**config.mk**
```make
export PLATFORM = sky130hd
export DESIGN_NAME = pipeline_stall_ctrl
export DESIGN_NICKNAME = d
export VERILOG_FILES = /design/src/rtl/pipeline_stall_ctrl.sv
export SDC_FILE = /design/constraint.sdc
export NUM_CORES = 1
export LEC_CHECK = 0
export CAP_MARGIN = 15
export CORE_MARGIN = 3
export CORE_UTILIZATION = 32
export CTS_CLUSTER_SIZE = 8
export DETAILED_ROUTE_END_ITERATION = 8
export DONT_BUFFER_PORTS = 1
export HOLD_SLACK_MARGIN = 0.05
export SYNTH_ARGS = -nofsm -noshare
export SYNTH_HDL_FRONTEND = slang
export SYNTH_SLANG_ARGS = --single-unit
```
**constraint.sdc**
```tcl
create_clock -name CLK -period 2.6 [get_ports CLK]
set_input_delay 0.39 -clock CLK [delete_from_list [all_inputs] [get_ports CLK]]
set_output_delay 0.39 -clock CLK [all_outputs]
set_load 0.005 [all_outputs]
```
**src/rtl/pipeline_stall_ctrl.sv**
```systemverilog
// ---------------------------------------------------------------------------
// pipeline_stall_ctrl
//
// Sequences the 5-stage Otter pipeline. Hazard-unit flags and the instruction
// and data memory handshakes are turned into per-stage write-enables and
// flushes for the PC, IF/DE, DE/EX, EX/MEM and MEM/WB registers. Stall cycles
// and accepted control-hazard flushes are counted in saturating counters.
//
// Parameters
//   INIT_CYCLES   full-flush cycles after reset (1..15)
//   DMEM_TIMEOUT  DWAIT cycles before a data access is abandoned (1..255)
//   CNT_W         width of the performance counters
//
// Ports
//   CLK, RST      clock (rising edge) and synchronous active-high reset
//   load_use_haz  load in EX feeds an operand of the instruction in DE
//   control_haz   jal/jalr/taken branch resolved in EX
//   imem_ready    fetch at current PC is valid (held until pc_we)
//   dmem_req      MEM stage holds a load/store
//   dmem_ready    data memory completes the MEM-stage access this cycle
//   *_we          per-register write enables (combinational)
//   *_flush       per-register NOP loads, override the write enable
//   dmem_err      sticky data-access timeout flag
//   stall_cnt     non-INIT cycles with pc_we=0 (saturating)
//   flush_cnt     accepted control hazards (saturating)
// ---------------------------------------------------------------------------
module pipeline_stall_ctrl #(
    parameter int unsigned INIT_CYCLES  = 5,
    parameter int unsigned DMEM_TIMEOUT = 255,
    parameter int unsigned CNT_W        = 32
) (
    input  logic             CLK,
    input  logic             RST,
    input  logic             load_use_haz,
    input  logic             control_haz,
    input  logic             imem_ready,
    input  logic             dmem_req,
    input  logic             dmem_ready,
    output logic             pc_we,
    output logic             if_de_we,
    output logic             de_ex_we,
    output logic             ex_mem_we,
    output logic             mem_wb_we,
    output logic             if_de_flush,
    output logic             de_ex_flush,
    output logic             ex_mem_flush,
    output logic             mem_wb_flush,
    output logic             dmem_err,
    output logic [CNT_W-1:0] stall_cnt,
    output logic [CNT_W-1:0] flush_cnt
);

    typedef enum logic [1:0] {
        ST_INIT,
        ST_RUN,
        ST_DWAIT,
        ST_DISCARD
    } state_t;

    localparam logic [3:0]       INIT_LAST = 4'(INIT_CYCLES - 1);
    localparam logic [7:0]       TMO_LIMIT = 8'(DMEM_TIMEOUT);
    localparam logic [CNT_W-1:0] CNT_ONE   = CNT_W'(1);

    state_t           state_q, state_d;
    logic [3:0]       init_cnt_q, init_cnt_d;
    logic [7:0]       tmo_cnt_q, tmo_cnt_d;
    logic             dmem_err_q, dmem_err_d;
    logic [CNT_W-1:0] stall_cnt_q, stall_cnt_d;
    logic [CNT_W-1:0] flush_cnt_q, flush_cnt_d;

    logic mem_stall;   // MEM stage is waiting on data memory this cycle
    logic freeze;      // hold PC..EX/MEM, bubble into MEM/WB
    logic run_rules;   // evaluate the control/load-use/fetch rules
    logic ctrl_taken;  // a control hazard was accepted this cycle

    assign mem_stall = dmem_req & ~dmem_ready;

    // NOTE: every signal written here gets a default first, so no path through
    // the case leaves one unassigned and no latch is inferred.
    always_comb begin
        pc_we        = 1'b1;
        if_de_we     = 1'b1;
        de_ex_we     = 1'b1;
        ex_mem_we    = 1'b1;
        mem_wb_we    = 1'b1;
        if_de_flush  = 1'b0;
        de_ex_flush  = 1'b0;
        ex_mem_flush = 1'b0;
        mem_wb_flush = 1'b0;
        state_d      = state_q;
        init_cnt_d   = init_cnt_q;
        tmo_cnt_d    = tmo_cnt_q;
        dmem_err_d   = dmem_err_q;
        freeze       = 1'b0;
        run_rules    = 1'b0;
        ctrl_taken   = 1'b0;

        case (state_q)
            ST_INIT: begin
                pc_we        = 1'b0;
                if_de_we     = 1'b0;
                de_ex_we     = 1'b0;
                ex_mem_we    = 1'b0;
                mem_wb_we    = 1'b0;
                if_de_flush  = 1'b1;
                de_ex_flush  = 1'b1;
                ex_mem_flush = 1'b1;
                mem_wb_flush = 1'b1;
                if (init_cnt_q == INIT_LAST) begin
                    state_d    = ST_RUN;
                    init_cnt_d = 4'd0;
                end else begin
                    init_cnt_d = init_cnt_q + 4'd1;
                end
            end
            ST_RUN: begin
                if (mem_stall) begin
                    freeze    = 1'b1;
                    state_d   = ST_DWAIT;
                    tmo_cnt_d = 8'd1;
                end else begin
                    run_rules = 1'b1;
                end
            end
            ST_DWAIT: begin
                if (!dmem_ready) begin
                    // Hazards are ignored while frozen; they are re-presented
                    // by the hazard unit once the pipeline moves again.
                    freeze = 1'b1;
                    if (tmo_cnt_q == TMO_LIMIT) begin
                        dmem_err_d = 1'b1;
                        state_d    = ST_RUN;
                    end else begin
                        tmo_cnt_d = tmo_cnt_q + 8'd1;
                    end
                end else begin
                    state_d   = ST_RUN;
                    run_rules = 1'b1;
                end
            end
            ST_DISCARD: begin
                // Wrong-path fetch in flight: keep PC on the target and drop
                // whatever word comes back.
                pc_we       = 1'b0;
                if_de_flush = 1'b1;
                if (mem_stall) begin
                    freeze = 1'b1;
                end else if (imem_ready) begin
                    state_d = ST_RUN;
                end
            end
            default: state_d = ST_INIT;
        endcase

        if (run_rules) begin
            if (control_haz) begin
                if_de_flush = 1'b1;
                de_ex_flush = 1'b1;
                ctrl_taken  = 1'b1;
                if (!imem_ready) begin
                    state_d = ST_DISCARD;
                end
            end else if (load_use_haz) begin
                pc_we       = 1'b0;
                if_de_we    = 1'b0;
                de_ex_flush = 1'b1;
            end else if (!imem_ready) begin
                pc_we       = 1'b0;
                if_de_flush = 1'b1;
            end
        end

        if (freeze) begin
            pc_we        = 1'b0;
            if_de_we     = 1'b0;
            de_ex_we     = 1'b0;
            ex_mem_we    = 1'b0;
            mem_wb_flush = 1'b1;
        end

        stall_cnt_d = stall_cnt_q;
        if ((state_q != ST_INIT) && !pc_we && (stall_cnt_q != '1)) begin
            stall_cnt_d = stall_cnt_q + CNT_ONE;
        end

        flush_cnt_d = flush_cnt_q;
        if (ctrl_taken && (flush_cnt_q != '1)) begin
            flush_cnt_d = flush_cnt_q + CNT_ONE;
        end
    end

    // NOTE: sequential state uses non-blocking assignments so every register
    // samples the pre-edge values regardless of statement order.
    always_ff @(posedge CLK) begin
        if (RST) begin
            state_q     <= ST_INIT;
            init_cnt_q  <= 4'd0;
            tmo_cnt_q   <= 8'd0;
            dmem_err_q  <= 1'b0;
            stall_cnt_q <= '0;
            flush_cnt_q <= '0;
        end else begin
            state_q     <= state_d;
            init_cnt_q  <= init_cnt_d;
            tmo_cnt_q   <= tmo_cnt_d;
            dmem_err_q  <= dmem_err_d;
            stall_cnt_q <= stall_cnt_d;
            flush_cnt_q <= flush_cnt_d;
        end
    end

    assign dmem_err  = dmem_err_q;
    assign stall_cnt = stall_cnt_q;
    assign flush_cnt = flush_cnt_q;

endmodule

```
==> metrics.txt, run 1 <==
status finished, final reports clean; P&R area growth vs syn 12.0%; initial core utilization 33.1%; clk buf depth 2; ANT cells 0; sequential share of the synthesized area 37.4%; filler cell count 1291; Setup-failing EPs final 0; global route overflow 0; PortBufs 0; Post-DRT Antenna Nets 0; simple-gate area share of the yosys netlist 30.7%; fraction of registers with async set/reset 0%; Placed Cells 685; Synth cell types 56; htree depth 3; final wirelength 11.0 mm; worst hold slack 121 ps; CTS tree built; CP arrival 2070 ps; yosys warns 0; synthesized instance count 524; critical path capture point type output port; Reg clk slew, reported paths 60 ps; antenna violations before repair 0; Req. time, crit path 2210 ps; mux contribution to synthesized area 2.87%; Comb pwr share 4.4%; Synth top area share 37.4%; DR vias 3986; PD cells 532 mW/mm^2; Post-synth top flop dfxtp_1; Sum Neg Setup Slack 0 ps; Synth Area in XOR/XNOR 1.86%; DRT iter0 DRCs 288; number of global-route vias before repair 3694; max_slew headroom 37.8%; DR vias/cell 5.69; Min-Delay Path Class in2reg; Final Non-Filler Cells 701; core area 0.0128 sq mm; post-synthesis compound-gate area fraction 20.1%; Setup Buffers After CTS 0; GP Congestion 0.794; Post-Syn Nets 540; Post-Syn Area 0.00423 sq mm; worst-skew pair later-pin latency 340 ps; Int Pwr 0.00197 W; hold buffer count at cts 0; syn_area_per_cell 8.08 sq um; Chip Height 121 um; total die area 0.0146 sq mm; total CTS buffers 9; Routed wire per std cell 15.7 um; Die Wd 121 um; achievable clock frequency 406 MHz; CTS sink cnt 79; total track usage 15.1%; Clock Power Share 46.5%; sequential power share 49.0%; adder-cell share of the synthesized area 2.66%; TritonRoute pass-1 iters 5; commonest non-fill, non-tap cell in the layout dfxtp_1; Yosys top cell by area dfxtp_1; Psw 0.000558 W; largest family of logic cells by synthesized area simple AND/OR/NAND/NOR gates; CP Max Fanout 9; leakage 1.41 nW; site row count 41; final-stage net count 540; MaxCap Viol Count 0; crit path kind reg2out; largest net degree at the start of global routing 84; fin crit share 94.8%; EDFF count, synth 0; DP HPWL 7.81 mm; root buf cell clkbuf_16; sw frac 22.1%; global-route wire length before repair 18.1 mm; Worst-Margin Slew 919 ps; Slew Viols, Final 0; Yosys reg bits 79; I/O pin count 81; share of layout cells above drive strength 1 8.51%; peak supply drop 0.277 mV; Final Hold Fails 0; Worst setup SP type flip-flop; most frequent cells in the layout dfxtp_1, a21oi_1, nor2_1; Final Critical Period 2460 ps; Synth area leaders dfxtp_1, a21oi_1, o31ai_1; DRC Markers 0; Setup Skew 5.51 ps; final core occ 37.1%
metal layers:
| metal | track usage (%) | share of wire (%) | vias up | wire (um) |
|---|---|---|---|---|
| met1 | 18.4 | 43 | 1894 | 4750 |
| met2 | 23.8 | 46 | 118 | 5110 |
| li1 | - | - | 1966 | - |
| met5 | 0 | 0 | - | 0 |
| met4 | 4.46 | 0.93 | 0 | 103 |
| met3 | 7.23 | 9.6 | 8 | 1050 |
cell usage after synthesis (3+ instances only):
master	number
nor4_1	8
xor2_1	7
mux2_2	3
o31ai_1	28
o21ai_0	29
nor2b_1	9
inv_1	23
clkbuf_1	11
dfxtp_1	79
or4_1	27
nand3_1	27
a31oi_1	3
and3_1	4
or3_1	28
nand2b_1	3
a21oi_1	59
ha_1	9
buf_2	9
mux2_1	6
nor2_1	43
nand4_1	26
nand2_1	34
nor3_1	8
critical path, cell delays in order (launching register included):
cell and delay [ps]:
dfxtp_2 360, inv_1 80, ha_2 240, o21ai_0 170
a21oi_1 80, buf_4 160, or2_2 340, inv_2 110
o41a_1 190
through the flow:
| stage | power, W | cell area (sq um) | setup slack, ps |
|---|---|---|---|
| floorplan | 0.00136 | 4230 | 457 |
| global placement | 0.00137 | 4460 | 164 |
| detailed placement | 0.00137 | 4460 | 59.6 |
| CTS | 0.00256 | 4730 | 32.0 |
| global route | 0.00262 | 4740 | -18.5 |
| finish | 0.00252 | 4740 | 136 |
logic make-up after synthesis:
group / Yosys count
multiplexers: 11
AO/OA/AOI/OAI: 136
flip-flops: 79
buffers and inverters: 46
XOR/XNOR: 9
adder cells (fa/ha/maj): 9
AND/OR/NAND/NOR: 234
area by class of cell:
cell class                 instances  area (sq um)  area share (%)
tap                              172           215            4.54
inverter                          23          86.3            1.82
sequential                        79          1580            33.4
clock buffer                      16           272            5.73
timing repair buffer              12           103            2.16
multi-input combinational        399          2480            52.3
path summary, 6_finish.rpt:
kind	start	to	slack, ps	cells after the start
min reg2reg	init_cnt_q[3]$_SDFFE_PP0P_	init_cnt_q[3]$_SDFFE_PP0P_	480	2
max reg2reg	state_q[1]$_SDFF_PP0_	stall_cnt[23]$_SDFFE_PP0P_	200	8
min	RST	flush_cnt[31]$_SDFFE_PP0P_	120	1
max	state_q[1]$_SDFF_PP0_	if_de_we	140	8
registers in the layout (all words and copies together) (netlist names):
signal,cells
stall_cnt,32
init_cnt_q,4
state_q,2
tmo_cnt_q,8
dmem_err,1
flush_cnt,32
power groups by stage:
stage | sequential (W) | clock, W | combinational, W
finish | 0.00124 | 0.00117 | 0.000111
global route | 0.00124 | 0.00125 | 0.000128
CTS | 0.00124 | 0.00121 | 0.000110
detailed placement | 0.00126 | 0 | 0.000109
global placement | 0.00126 | 0 | 0.000106
floorplan | 0.00126 | 0 | 0.000101
timing repair:
item,in CTS,in global routing
gates resized for setup,1,4
pin swaps,0,0
setup endpoints to repair,1,10
No activity file was read; power rests on OpenSTA's default activity.
==> run 2, diff against run 1 <==
Settings changed: GPL_ROUTABILITY_DRIVEN set to 0, PLACE_DENSITY set to 0.46.
==> metrics.txt, run 2 (synthesis gave the netlist of run 1 again) <==
status finished, final reports clean (unchanged); Die Wd 121 um (unchanged); MaxCap Viol Count 0 (unchanged); CP Capture Point stall_cnt[8]$_SDFFE_PP0P_ (was if_de_we); achievable clock frequency 418 MHz (was 406 MHz); final instance area 0.00487 sq mm (was 0.00474 sq mm); RSZ-0062 raised after global routing no; placement-stage cell area 0.00453 sq mm (was 0.00446 sq mm); TritonRoute pass-1 iters 5 (unchanged); DP HPWL 8.23 mm (was 7.81 mm); leakage 1.49 nW (was 1.41 nW); PortBufs 0 (unchanged); commonest non-fill, non-tap cell in the layout dfxtp_1 (unchanged); Routed wire per std cell 16.1 um (was 15.7 um); max_slew headroom 56.9% (was 37.8%); DR vias 4018 (was 3986); Worst R2R Setup Slack 210 ps (was 200 ps); FF-to-FF Start state_q[0]$_SDFF_PP0_ (was state_q[1]$_SDFF_PP0_); initial core utilization 33.1% (unchanged); peak supply drop 0.225 mV (was 0.277 mV); filler cell count 1324 (was 1291); total CTS buffers 9 (unchanged); clk buf depth 2 (unchanged); Req. time, crit path 2870 ps (was 2210 ps); Post-DRT Antenna Nets 0 (unchanged); Reg2Reg Depth 8 (unchanged); Setup-failing EPs final 0 (unchanged); total die area 0.0146 sq mm (unchanged); Final Critical Period 2390 ps (was 2460 ps); crit path kind reg2reg (was reg2out); Sum Neg Setup Slack 0 ps (unchanged); CP Max Fanout 16 (was 9); Worst-Margin Slew 647 ps (was 919 ps); CP startpoint state_q[0]$_SDFF_PP0_ (was state_q[1]$_SDFF_PP0_); Setup Skew 4.49 ps (was 5.51 ps); global route overflow 0 (unchanged); critical path capture point type flip-flop (was output port); CTS sink cnt 79 (unchanged); ANT cells 0 (unchanged); DRC Markers 0 (unchanged); CP arrival 2660 ps (was 2070 ps); DRT iter0 DRCs 167 (was 288); DR vias/cell 5.64 (was 5.69); largest net degree at the start of global routing 84 (unchanged); global-route wire length before repair 19.0 mm (was 18.1 mm); htree depth 3 (unchanged); site row count 41 (unchanged); antenna violations before repair 0 (unchanged); Min-Delay Path Class in2reg (unchanged); Slew Viols, Final 0 (unchanged); I/O pin count 81 (unchanged); Setup Buffers After CTS 0 (unchanged); P&R area growth vs syn 15.0% (was 12.0%); number of global-route vias before repair 3763 (was 3694); Final Hold Fails 0 (unchanged); total track usage 16.2% (was 15.1%); root buf cell clkbuf_16 (unchanged); CTS tree built (unchanged); most frequent cells in the layout dfxtp_1, a21oi_1, nor2_1 (unchanged); fin crit share 91.9% (was 94.8%); final-stage net count 551 (was 540); worst-skew pair later-pin latency 340 ps (about the same); final wirelength 11.4 mm (was 11.0 mm); Chip Height 121 um (unchanged); core area 0.0128 sq mm (unchanged); share of layout cells above drive strength 1 11.3% (was 8.51%); hold buffer count at cts 0 (unchanged); Worst setup SP type flip-flop (unchanged); reg2reg end stall_cnt[8]$_SDFFE_PP0P_ (was stall_cnt[23]$_SDFFE_PP0P_); Reg clk slew, reported paths 60 ps (about the same); PD cells 563 mW/mm^2 (was 532 mW/mm^2)
## run 2: power by group
part / internal [W] / total, W / switching [W]
logic: 0.0000477 / 0.000120 / 0.0000726
clock network: 0.000892 / 0.00139 / 0.000495
registers: 0.00122 / 0.00123 / 0.0000119
total: 0.00216 / 0.00274 / 0.000580
## run 2: what timing repair did
| item | CTS | global route |
|---|---|---|
| endpoints found under the setup margin | 0 | 28 |
| hold endpoints to repair | 0 | 0 |
| gates resized for setup | 0 | 6 |
## run 2: worst min path at each step
stage | from | end | cells after the start
final | RST | stall_cnt[3]$_SDFFE_PP0P_ | 1
after floorplan | init_cnt_q[3]$_SDFFE_PP0P_ | init_cnt_q[3]$_SDFFE_PP0P_ | 2
after global routing | RST | flush_cnt[27]$_SDFFE_PP0P_ | 1
after detailed placement | RST | stall_cnt[3]$_SDFFE_PP0P_ | 1
after CTS | RST | stall_cnt[3]$_SDFFE_PP0P_ | 1
after global placement | init_cnt_q[3]$_SDFFE_PP0P_ | init_cnt_q[3]$_SDFFE_PP0P_ | 2
## run 2: worst max-delay path, stage by stage, from the launching register on
cell	delay (ps)
dfxtp_2	340
inv_1	80
ha_1	270
o21ai_2	150
a221oi_4	400
o31ai_4	200
buf_4	220
or4_1	490
a21oi_1	160
## run 2: cell type report
cell class | instances | area (sq um) | area share (%)
Inverter | 23 | 86.3 | 1.77
Timing Repair Buffer | 23 | 173 | 3.54
Multi-Input combinational cell | 399 | 2490 | 51.1
Clock inverter | 3 | 65.1 | 1.34
Clock buffer | 13 | 260 | 5.34
Sequential cell | 79 | 1580 | 32.5
Tap cell | 172 | 215 | 4.42
## run 2: per-layer routing
| layer | share of wire [%] | GRT usage, % |
|---|---|---|
| met3 | 7.6 | 5.36 |
| met1 | 42 | 19.9 |
| met5 | 0 | 0 |
| met2 | 47 | 25.2 |
| met4 | 3.1 | 8.22 |
## run 2: metrics by stage
stage	cells	util [%]	total power, W	hold WS, ps	setup slack (ps)
final	712	38.1	0.00274	120	210
after global routing	712	38.1	0.00286	102	14.8
after CTS	712	38.0	0.00280	97.8	4.11
after detailed placement	696	35.5	0.00138	467	127
after global placement	696	35.5	0.00138	461	171
after floorplan	524	-	0.00136	448	457
